==> config.mk <==
export PLATFORM = sky130hd
export DESIGN_NAME = harness_store_decode
export DESIGN_NICKNAME = d
export VERILOG_FILES = /design/src/rtl/harness_pkg.sv /design/src/rtl/harness_store_decode.sv
export SDC_FILE = /design/constraint.sdc
export NUM_CORES = 1
export LEC_CHECK = 0
export ABC_AREA = 1
export BUFFER_PORTS_ARGS = -buffer_cell sky130_fd_sc_hd__buf_2
export CORE_MARGIN = 3
export CORE_UTILIZATION = 25
export DETAILED_ROUTE_END_ITERATION = 16
export PLACE_DENSITY = 0.82
export REMOVE_ABC_BUFFERS = 1
export SLEW_MARGIN = 5
export SYNTH_ARGS = -nofsm -noshare
export SYNTH_HDL_FRONTEND = slang
export SYNTH_SLANG_ARGS = --single-unit
export TNS_END_PERCENT = 10
==> constraint.sdc <==
create_clock -name vclk -period 1.1
set_input_delay 0.275 -clock vclk [all_inputs]
set_output_delay 0.275 -clock vclk [all_outputs]
set_load 0.02 [all_outputs]
==> src/rtl/harness_pkg.sv <==
// Shared types and constants for the CPU bring-up run controller.
// Multi-core harnesses reuse these, so this package holds no logic.
package harness_pkg;

    typedef enum logic [2:0] {
        HOLD,
        RUN,
        DONE_PASS,
        DONE_FAIL,
        DONE_TIMEOUT
    } state_e;

    typedef enum logic [1:0] {
        TH_IGNORE,
        TH_PASS,
        TH_FAIL
    } tohost_kind_e;

    localparam logic [31:0] DEFAULT_TOHOST_ADDR  = 32'h0000_1000;
    localparam logic [31:0] DEFAULT_CONSOLE_ADDR = 32'h0000_1004;
    localparam logic [31:0] PASS_VALUE           = 32'd1;

    function automatic logic is_done(input state_e s);
        return s inside {DONE_PASS, DONE_FAIL, DONE_TIMEOUT};
    endfunction

endpackage

==> src/rtl/harness_store_decode.sv <==
// Combinational snoop of one core store: console address match and tohost
// classification. An even tohost value is not a verdict and decodes as ignore.
module harness_store_decode
    import harness_pkg::*;
#(
    parameter int unsigned       ADDR_W       = 32,
    parameter int unsigned       DATA_W       = 32,
    parameter logic [ADDR_W-1:0] TOHOST_ADDR  = ADDR_W'(DEFAULT_TOHOST_ADDR),
    parameter logic [ADDR_W-1:0] CONSOLE_ADDR = ADDR_W'(DEFAULT_CONSOLE_ADDR)
) (
    input  logic              we,
    input  logic [ADDR_W-1:0] addr,
    input  logic [DATA_W-1:0] wdata,
    output logic              console_hit,
    output tohost_kind_e      tohost_kind
);

    // NOTE: every output gets a default before any branch, so no latch is inferred.
    always_comb begin
        tohost_kind = TH_IGNORE;
        console_hit = we && (addr == CONSOLE_ADDR);
        if (we && (addr == TOHOST_ADDR)) begin
            if (wdata == DATA_W'(PASS_VALUE)) begin
                tohost_kind = TH_PASS;
            end else if (wdata[0]) begin
                tohost_kind = TH_FAIL;
            end
        end
    end

endmodule

---- Word level (Yosys, flattened, before mapping) ----
Cells that the tools add are included.
cells by class
  equal/unequal tests ..................... 3
  multiplexer cells ....................... 3
  reductions and logical operators ........ 2
operator list
  kind                                             count
  == test 32 x 13 -> 1 bit, second input constant  2
  == test 32 x 1 -> 1 bit, second input constant   1
  2-to-1 mux 2 bit                                 3
  logical AND 1 bit                                2
word-level totals
  register bits after elaboration ......... 0
  input bits .............................. 65
  output and inout bits ................... 3
  word-level logic and storage cells ...... 8

---- Depth between registers and ports, before layout ----
Gate-level depths: netlist of run 1.
  depth after elaboration ................. 3
  depth in mapped cells ................... 8
  depth with buffers taken out ............ 8

---- Worst setup path before layout of run 1 ----
No wires, ideal clock.
  path type ............................... input to output
  start ................................... in addr[16]
  end ..................................... out tohost_kind[1]
  data arrival time ....................... 1.017 ns
  data required time ...................... 0.825 ns
  path slack .............................. -0.192 ns
  stages on the path ...................... 7
  path buffers ............................ 0
  cell sequence ........................... nor2_1 > nand2_1 > nor2_2 > nand2_1 > nor2_2 > nand2_1 > nor2_1
on the way
  word-level cells in the longest chain between the ends .. 3
RTL lines
  element                   line                        source
  start: declaration        harness_store_decode.sv:12  input logic [ADDR_W-1:0] addr,
  == test 32 x 13 -> 1 bit  harness_store_decode.sv:22  if (we && (addr == TOHOST_ADDR)) begin
  logical AND 1 bit         harness_store_decode.sv:22
  2-to-1 mux 2 bit          harness_store_decode.sv:22
  end: declaration          harness_store_decode.sv:15  output tohost_kind_e tohost_kind
No other way between the ends.

---- Worst setup path in the final report of run 1 ----
  start ................................... in addr[21]
  end ..................................... out tohost_kind[1]
The elaborated chain is that of the path after synthesis.

==> metrics.cfg, run 1 <==
[sta]
final-setup-viol-count=3
post-route-period-util=1.29
whs_ns=0.931
worst_pin_slew_ns=0.153
min_period_ns=1.42
rsz0062_at_grt=yes
fin_setup_tns_ns=-0.927
relSlewSlack=0.897
final_hold_viol_count=0
fmax_mhz=706
setup_slack_ns=-0.316
slew_viol_final=0

[placement]
gp_congestion=0.637
placed_cells=179
dpl-instance-area_um2=742
hpwlAfterDp_um=1260
io_buffer_count=68

[logic_synthesis]
syn_inst=95
synth.avg_cell_area_um2=3.95
synth_cell_types=8
ys_top_cells_by_area=inv_1 30%, nor2_1 30%, nand2_1 27%
synth_top_area_cell=inv_1
yosysWarnings=0
yosysSeqAreaShare=0
syn_area_um2=375
synth_top_area_frac=0.300

[worst_setup_path]
criticalPathCategory=in -> out
endpoint=tohost_kind[1]
timing.critical_path.buf_inv=2
crit_path_end_kind=output port
cp_slowest_stage_delay_ns=0.15
cp.arrival_ns=1.14
cpLargestDelayFamily=simple AND/OR/NAND/NOR gates
path_depth=9
worstPathCellList=buf_2, nor2_4, nand2_2, nor2_2, nand2_1, nor2_2, nand2_1, nor2_1, buf_4
cp-start-kind=primary input
crit_path_start=addr[21]
path_max_fanout=2
cp_data_required_time_ns=0.82
slowest_stage=buf_4

[global_route]
grt_start_max_net_pins=3
first_global_vias=575
track_usage=0.118
grt-ovfl-total=0
grt_pass1_wl_um=1930
antenna_found_initial=0

[routing]
viasPerCell=3.92
wirelength_um=1400
drt_iter0_drc=1
first_pass_iters=2
drtAntennaViolNets=0
vias=710
wl_per_cell_um=7.72
drc=0

[layout]
final_cell_area_um2=846
regArea_um2=0
layout_common_cells=58 x buf_2, 30 x inv_1, 25 x nand2_1
multi_input_area_um2=300
drive_gt1_frac=0.500
syn_to_final_growth_pct=125
nets=233
final_cells=181
n_antenna_cell=0
final_util=0.627
layout_commonest_cell=buf_2
seq_cells=0
clkbuf_count=0
fill_cells=140

[pwr]
peakVddDrop_uv=120
powerDensity_nw_per_um2=237
power_leakage_nw=0.558

[floorplan]
core_area_um2=1350
rows=13
fp.dieH_um=44.8
fp.dieArea_um2=2000
io-pin-count=68
initial_core_util=0.278
fp.dieW_um=44.8

[job]
maxCapViolCount=0

[hold_path]
hp-class=in -> out

[status]
violations=negative setup slack
outcome=finished with violations

[cts]
cts_hold_buf=0

final cells by class:
| type | instances | area share |
|---|---|---|
| inverter | 30 | 0.133 |
| timing repair buffer | 71 | 0.490 |
| multi-input combinational | 65 | 0.355 |
| tap | 15 | 0.0222 |
worst min path at each step:
stage	startpoint	to	slack (ns)	cells past startpoint
floorplan	wdata[0]	tohost_kind[1]	0.68	2
global placement	addr[2]	console_hit	0.92	4
detailed placement	addr[2]	console_hit	0.93	4
CTS	addr[2]	console_hit	0.93	4
global route	addr[2]	console_hit	0.95	4
finish	addr[2]	console_hit	0.93	4
logic make-up after synthesis:
logic type	Yosys count	synth area share
AND/OR/NAND/NOR	65	0.700
buffers and inverters	30	0.300
metal layers:
layer | track usage | vias to the layer above | share of wire
met5 | 0 | - | 0
met4 | 0 | 0 | 0
met3 | 0.00398 | 0 | 0.12
met2 | 0.261 | 38 | 0.56
met1 | 0.124 | 270 | 0.32
li1 | - | 402 | -
worst min-delay path, cell delays in order:
cell and delay, ns:
buf_2 0.10, nand4_1 0.09, nor2b_1 0.05, buf_4 0.15
what timing repair did:
item                       CTS  global route
buffers inserted             0             2
resized for setup            7            15
setup endpoints to repair    3             3
pin swaps                    2            13
where the power goes:
group / internal (mW) / total (mW) / leakage [nW] / switching (mW)
Clock: 0 / 0 / 0 / 0
Combinational: 0.127 / 0.201 / 0.558 / 0.0735
Sequential: 0 / 0 / 0 / 0
Yosys cell counts, drive strengths merged:
cell and number:
nand3 1, inv 30, nand2 27, and2 1
nand4 2, nor2b 1, nor2 33
through the flow:
step,power (mW),setup WS [ns]
2_1_floorplan,0.0533,-0.192
3_3_place_gp,0.165,-0.288
3_5_place_dp,0.172,-0.335
4_1_cts,0.178,-0.289
5_1_grt,0.227,-0.425
6_report,0.201,-0.316
(Power assumes the default switching activity.)
==> run 2, diff against run 1 <==
ABC_AREA = unset   (was 1)
CORE_AREA = 3 3 40 42   (was unset)
CORE_MARGIN = unset   (was 3)
CORE_UTILIZATION = unset   (was 25)
DIE_AREA = 0 0 43 45   (was unset)
MAX_ROUTING_LAYER = met4   (was unset)
PLACE_DENSITY = 0.76   (was 0.82)
==> metrics.cfg, run 2 <==
[status]
outcome=finished with violations  ; unchanged
violations=negative setup slack  ; unchanged

[cts]
cts_hold_buf=0  ; unchanged
cts_setup_buffers=0  ; unchanged

[global_route]
antenna_found_initial=0  ; unchanged
track_usage=0.110  ; was 0.118
grt_start_max_net_pins=3  ; unchanged
grt_pass1_wl_um=1730  ; was 1930 um
first_global_vias=455  ; was 575
grt-ovfl-total=0  ; unchanged

[worst_setup_path]
criticalPathCategory=in -> out  ; unchanged
cpLargestDelayFamily=simple AND/OR/NAND/NOR gates  ; unchanged
slowest_stage=nor4b_4  ; was buf_4
path_max_fanout=2  ; unchanged
cp-start-kind=primary input  ; unchanged
timing.critical_path.buf_inv=2  ; unchanged
crit_path_end_kind=output port  ; unchanged
cp_data_required_time_ns=0.82  ; about the same
cp.arrival_ns=1.33  ; was 1.14 ns
cp_slowest_stage_delay_ns=0.25  ; was 0.15 ns
worstPathCellList=buf_2, nor4b_4, nand4_1, nor3_2, and3b_1, buf_6  ; was buf_2, nor2_4, nand2_2, nor2_2, nand2_1, nor2_2, nand2_1, nor2_1, buf_4

[floorplan]
rows=13  ; unchanged
fp.dieH_um=45  ; was 44.8 um
fp.dieArea_um2=1940  ; was 2000 um2
initial_core_util=0.153  ; was 0.278
core_area_um2=1280  ; was 1350 um2
io-pin-count=68  ; unchanged
fp.dieW_um=43  ; was 44.8 um

[routing]
drc=0  ; unchanged
first_pass_iters=2  ; unchanged
drt_iter0_drc=1  ; unchanged
wl_per_cell_um=12.4  ; was 7.72 um
drtAntennaViolNets=0  ; unchanged
viasPerCell=4.72  ; was 3.92
vias=524  ; was 710
wirelength_um=1370  ; was 1400 um

[pwr]
clockPowerShare=0  ; about the same
powerDensity_nw_per_um2=246  ; was 237 nW/um2
combPwrFrac=1.000  ; about the same
p_int_mw=0.109  ; was 0.127 mW
p_sw_mw=0.0546  ; was 0.0735 mW
p_sw_frac=0.335  ; was 0.367
peakVddDrop_uv=89.7  ; was 120 uV
p_total_mw=0.163  ; was 0.201 mW
p_seq_frac=0  ; about the same
power_leakage_nw=0.332  ; was 0.558 nW

[layout]
nets=163  ; was 233
layout_commonest_cell=buf_2  ; unchanged
layout_common_cells=59 x buf_2, 9 x nor4_1, 7 x buf_6  ; was 58 x buf_2, 30 x inv_1, 25 x nand2_1
n_antenna_cell=0  ; unchanged
clkbuf_count=0  ; unchanged
final_cells=111  ; was 181
regArea_um2=0  ; unchanged
drive_gt1_frac=0.823  ; was 0.500
fill_cells=137  ; was 140
seq_cells=0  ; unchanged
syn_to_final_growth_pct=238  ; was 125%

[placement]
placed_cells=111  ; was 179
gp_congestion=0.592  ; was 0.637
io_buffer_count=68  ; unchanged

[sta]
relSlewSlack=0.817  ; was 0.897
whs_ns=0.908  ; was 0.931 ns
min_period_ns=1.61  ; was 1.42 ns
slew_viol_final=0  ; unchanged
setup_slack_ns=-0.508  ; was -0.316 ns
final-setup-viol-count=3  ; unchanged
final_hold_viol_count=0  ; unchanged
worst_pin_slew_ns=0.272  ; was 0.153 ns
rsz0062_at_grt=yes  ; unchanged
fmax_mhz=622  ; was 706 MHz
fin_setup_tns_ns=-1.45  ; was -0.927 ns
post-route-period-util=1.46  ; was 1.29

[logic_synthesis]
synth_top_area_cell=nor4_1  ; was inv_1
ys_top_cells_by_area=nor4_1 32%, nor4_2 19%, nand4_1 13%  ; was inv_1 30%, nor2_1 30%, nand2_1 27%
synth_cell_types=11  ; was 8
yosysWarnings=0  ; unchanged
synth_commonest_cells=10 x nor4_1, 4 x nand4_1, 3 x nor4_2  ; was 30 x inv_1, 30 x nor2_1, 27 x nand2_1
synth_most_common_cell=nor4_1
yosysSeqAreaShare=0  ; unchanged
syn_inst=26  ; was 95
syn_area_um2=196  ; was 375 um2
synth.avg_cell_area_um2=7.56  ; was 3.95 um2
synth_top_area_frac=0.318  ; was 0.300

[hold_path]
hp-class=in -> out  ; unchanged

[job]
maxCapViolCount=0  ; unchanged

-- run 2: cell count changes after synthesis, sizes merged, moves of 3 or more --
cell / before / now
inv: 30 / 1
nand2: 27 / 0
nor2: 33 / 1
nor4: 0 / 13
nor4b: 0 / 3
-- run 2: power by group through the flow --
stage / combinational, mW / sequential (mW) / clock, mW
2_1_floorplan: 0.0149 / 0 / 0
3_3_place_gp: 0.130 / 0 / 0
3_5_place_dp: 0.132 / 0 / 0
4_1_cts: 0.135 / 0 / 0
5_1_grt: 0.179 / 0 / 0
6_report: 0.163 / 0 / 0
-- run 2: final cells by class --
| class | instances | area [um2] | share of cell area |
|---|---|---|---|
| tap | 15 | 18.8 | 0.0283 |
| inverter | 1 | 3.75 | 0.00566 |
| multi-input combinational | 25 | 236 | 0.357 |
| timing repair buffer | 70 | 404 | 0.609 |
-- run 2: stage by stage --
stage | utilization | worst slack [ns] | instance area, um2
floorplan | - | -0.358 | 196
global placement | 0.444 | -0.500 | 571
detailed placement | 0.444 | -0.500 | 571
CTS | 0.459 | -0.485 | 589
global route | 0.516 | -0.581 | 663
finish | 0.516 | -0.508 | 663
-- run 2: final timing paths --
check	start	endpoint	slack, ns	cells after the start
max	addr[24]	tohost_kind[1]	-0.51	6
min	wdata[0]	tohost_kind[1]	0.91	3
-- run 2: cells by family (layout without fill, tap and decap cells) --
group	Yosys count	count (layout)	share of synthesized area
simple gates	25	25	0.981
buf+inv	1	71	0.0191
-- run 2: what timing repair did --
action | in CTS | in global routing
endpoints found under the setup margin | 3 | 3
gates resized for setup | 5 | 11
pin swaps | 1 | 7
-- run 2: tightest hold or removal path, delay by kind of cell --
| kind | cells | cell delay (ns) |
|---|---|---|
| and+or+nand+nor | 1 | 0.16 |
| buffers and inverters | 2 | 0.20 |
-- run 2: layer usage --
layer  vias up  track usage  routed length (um)
li1        260            -                   -
met1       227        0.102                 350
met2        37        0.228                 784
met3         0       0.0398                 239
met4         0            0                   0
met5         -            -                   0
==> run 3, diff against run 2 <==
RECOVER_POWER = 100   (was unset)
SLEW_MARGIN = 30   (was 5)
TNS_END_PERCENT = unset   (was 10)
==> metrics.cfg, run 3 (synthesis results as in run 2) <==
[sta]
worst_pin_slew_ns=0.272  ; unchanged
fmax_mhz=630  ; was 622 MHz
relSlewSlack=0.817  ; unchanged
post-route-period-util=1.44  ; was 1.46
setup_slack_ns=-0.487  ; was -0.508 ns
rsz0062_at_grt=yes  ; unchanged
slew_viol_final=0  ; unchanged
min_period_ns=1.59  ; was 1.61 ns
final_hold_viol_count=0  ; unchanged
fin_setup_tns_ns=-1.38  ; was -1.45 ns
final-setup-viol-count=3  ; unchanged

[pwr]
p_total_mw=0.188  ; was 0.163 mW
peakVddDrop_uv=115  ; was 89.7 uV
powerDensity_nw_per_um2=256  ; was 246 nW/um2
power_leakage_nw=0.350  ; was 0.332 nW

[layout]
seq_cells=0  ; unchanged
n_antenna_cell=0  ; unchanged
drive_gt1_frac=0.844  ; was 0.823
final_util=0.573  ; was 0.516
final_cells=111  ; unchanged
layout_common_cells=53 x buf_2, 14 x buf_6, 7 x nor4_1  ; was 59 x buf_2, 9 x nor4_1, 7 x buf_6
regArea_um2=0  ; unchanged
nets=163  ; unchanged
layout_commonest_cell=buf_2  ; unchanged
clkbuf_count=0  ; unchanged
syn_to_final_growth_pct=275  ; was 238%

[floorplan]
fp.dieH_um=45  ; unchanged
rows=13  ; unchanged
core_area_um2=1280  ; unchanged
fp.dieW_um=43  ; unchanged
initial_core_util=0.153  ; unchanged
fp.dieArea_um2=1940  ; unchanged
io-pin-count=68  ; unchanged

[routing]
first_pass_iters=3  ; was 2
wirelength_um=1520  ; was 1370 um
drc=0  ; unchanged
drt_iter0_drc=8  ; was 1
viasPerCell=4.75  ; was 4.72
wl_per_cell_um=13.7  ; was 12.4 um
drtAntennaViolNets=0  ; unchanged
vias=527  ; was 524

[global_route]
grt_pass1_wl_um=2130  ; was 1730 um
grt-ovfl-total=0  ; unchanged
met2_usage=0.323  ; was 0.228
first_global_vias=536  ; was 455
use_met1=0.119  ; was 0.102
busiest_layer=met2  ; unchanged
use_met3=0.0359  ; was 0.0398
grt_start_max_net_pins=3  ; unchanged
antenna_found_initial=0  ; unchanged
track_usage=0.143  ; was 0.110

[worst_setup_path]
path_max_fanout=2  ; unchanged
criticalPathCategory=in -> out  ; unchanged
slowest_stage=nor4_4  ; was nor4b_4
cp_data_required_time_ns=0.82  ; about the same
cpMostUsedCell=buf_6
crit_path_end_kind=output port  ; unchanged
worstPathCellList=buf_6, nor4_4, nand4_1, nor3_2, and3b_1, buf_6  ; was buf_2, nor4b_4, nand4_1, nor3_2, and3b_1, buf_6
cp_slowest_stage_delay_ns=0.26  ; was 0.25 ns
cp-start-kind=primary input  ; unchanged
cp.arrival_ns=1.31  ; was 1.33 ns

[status]
outcome=finished with violations  ; unchanged
violations=negative setup slack  ; unchanged

[cts]
cts_hold_buf=0  ; unchanged
cts_setup_buffers=0  ; unchanged

[placement]
placed_cells=111  ; unchanged
io_buffer_count=68  ; unchanged
gp_congestion=0.592  ; unchanged

[job]
maxCapViolCount=0  ; unchanged

[hold_path]
hp-class=in -> out  ; unchanged

run 3: metrics by stage:
step | instance area [um2] | worst slack [ns] | hold slack (ns)
5_1_grt | 736 | -0.579 | 0.915
3_5_place_dp | 571 | -0.500 | 0.896
2_1_floorplan | 196 | -0.358 | 0.679
4_1_cts | 696 | -0.479 | 0.906
3_3_place_gp | 571 | -0.500 | 0.885
6_report | 736 | -0.487 | 0.906
run 3: what timing repair did:
| action | in CTS | in global routing |
|---|---|---|
| gates resized for setup | 22 | 6 |
| cloned | 0 | 0 |
| setup endpoints to repair | 3 | 3 |
| pin swaps | 8 | 5 |
run 3: report_power, final:
part	internal, mW	leakage [nW]	total, mW	switching, mW
logic	0.125	0.350	0.188	0.0637
registers	0	0	0	0
clock network	0	0	0	0
run 3: area by class of cell:
class / instances / area (um2)
inverters: 1 / 3.75
multi-input cells: 25 / 268
repair buffers: 70 / 445
fillers: 132 / 549
well taps: 15 / 18.8
run 3: final timing paths:
check                start              to  slack (ns)  cells after the start
hold / removal     addr[2]     console_hit        0.91                      4
setup / recovery  addr[29]  tohost_kind[1]       -0.49                      6
run 3: critical path, delay by kind of cell:
| family | cells | cell delay [ns] |
|---|---|---|
| buf+inv | 2 | 0.22 |
| simple gates | 4 | 0.82 |
run 3: layer usage:
metal  routed length [um]  part of all wire  vias to the layer above
met3                  211              0.14                        0
met1                  374              0.25                      230
met4                    0                 0                        0
met5                    0                 0                        -
met2                  938              0.62                       37
li1                     -                 -                      260
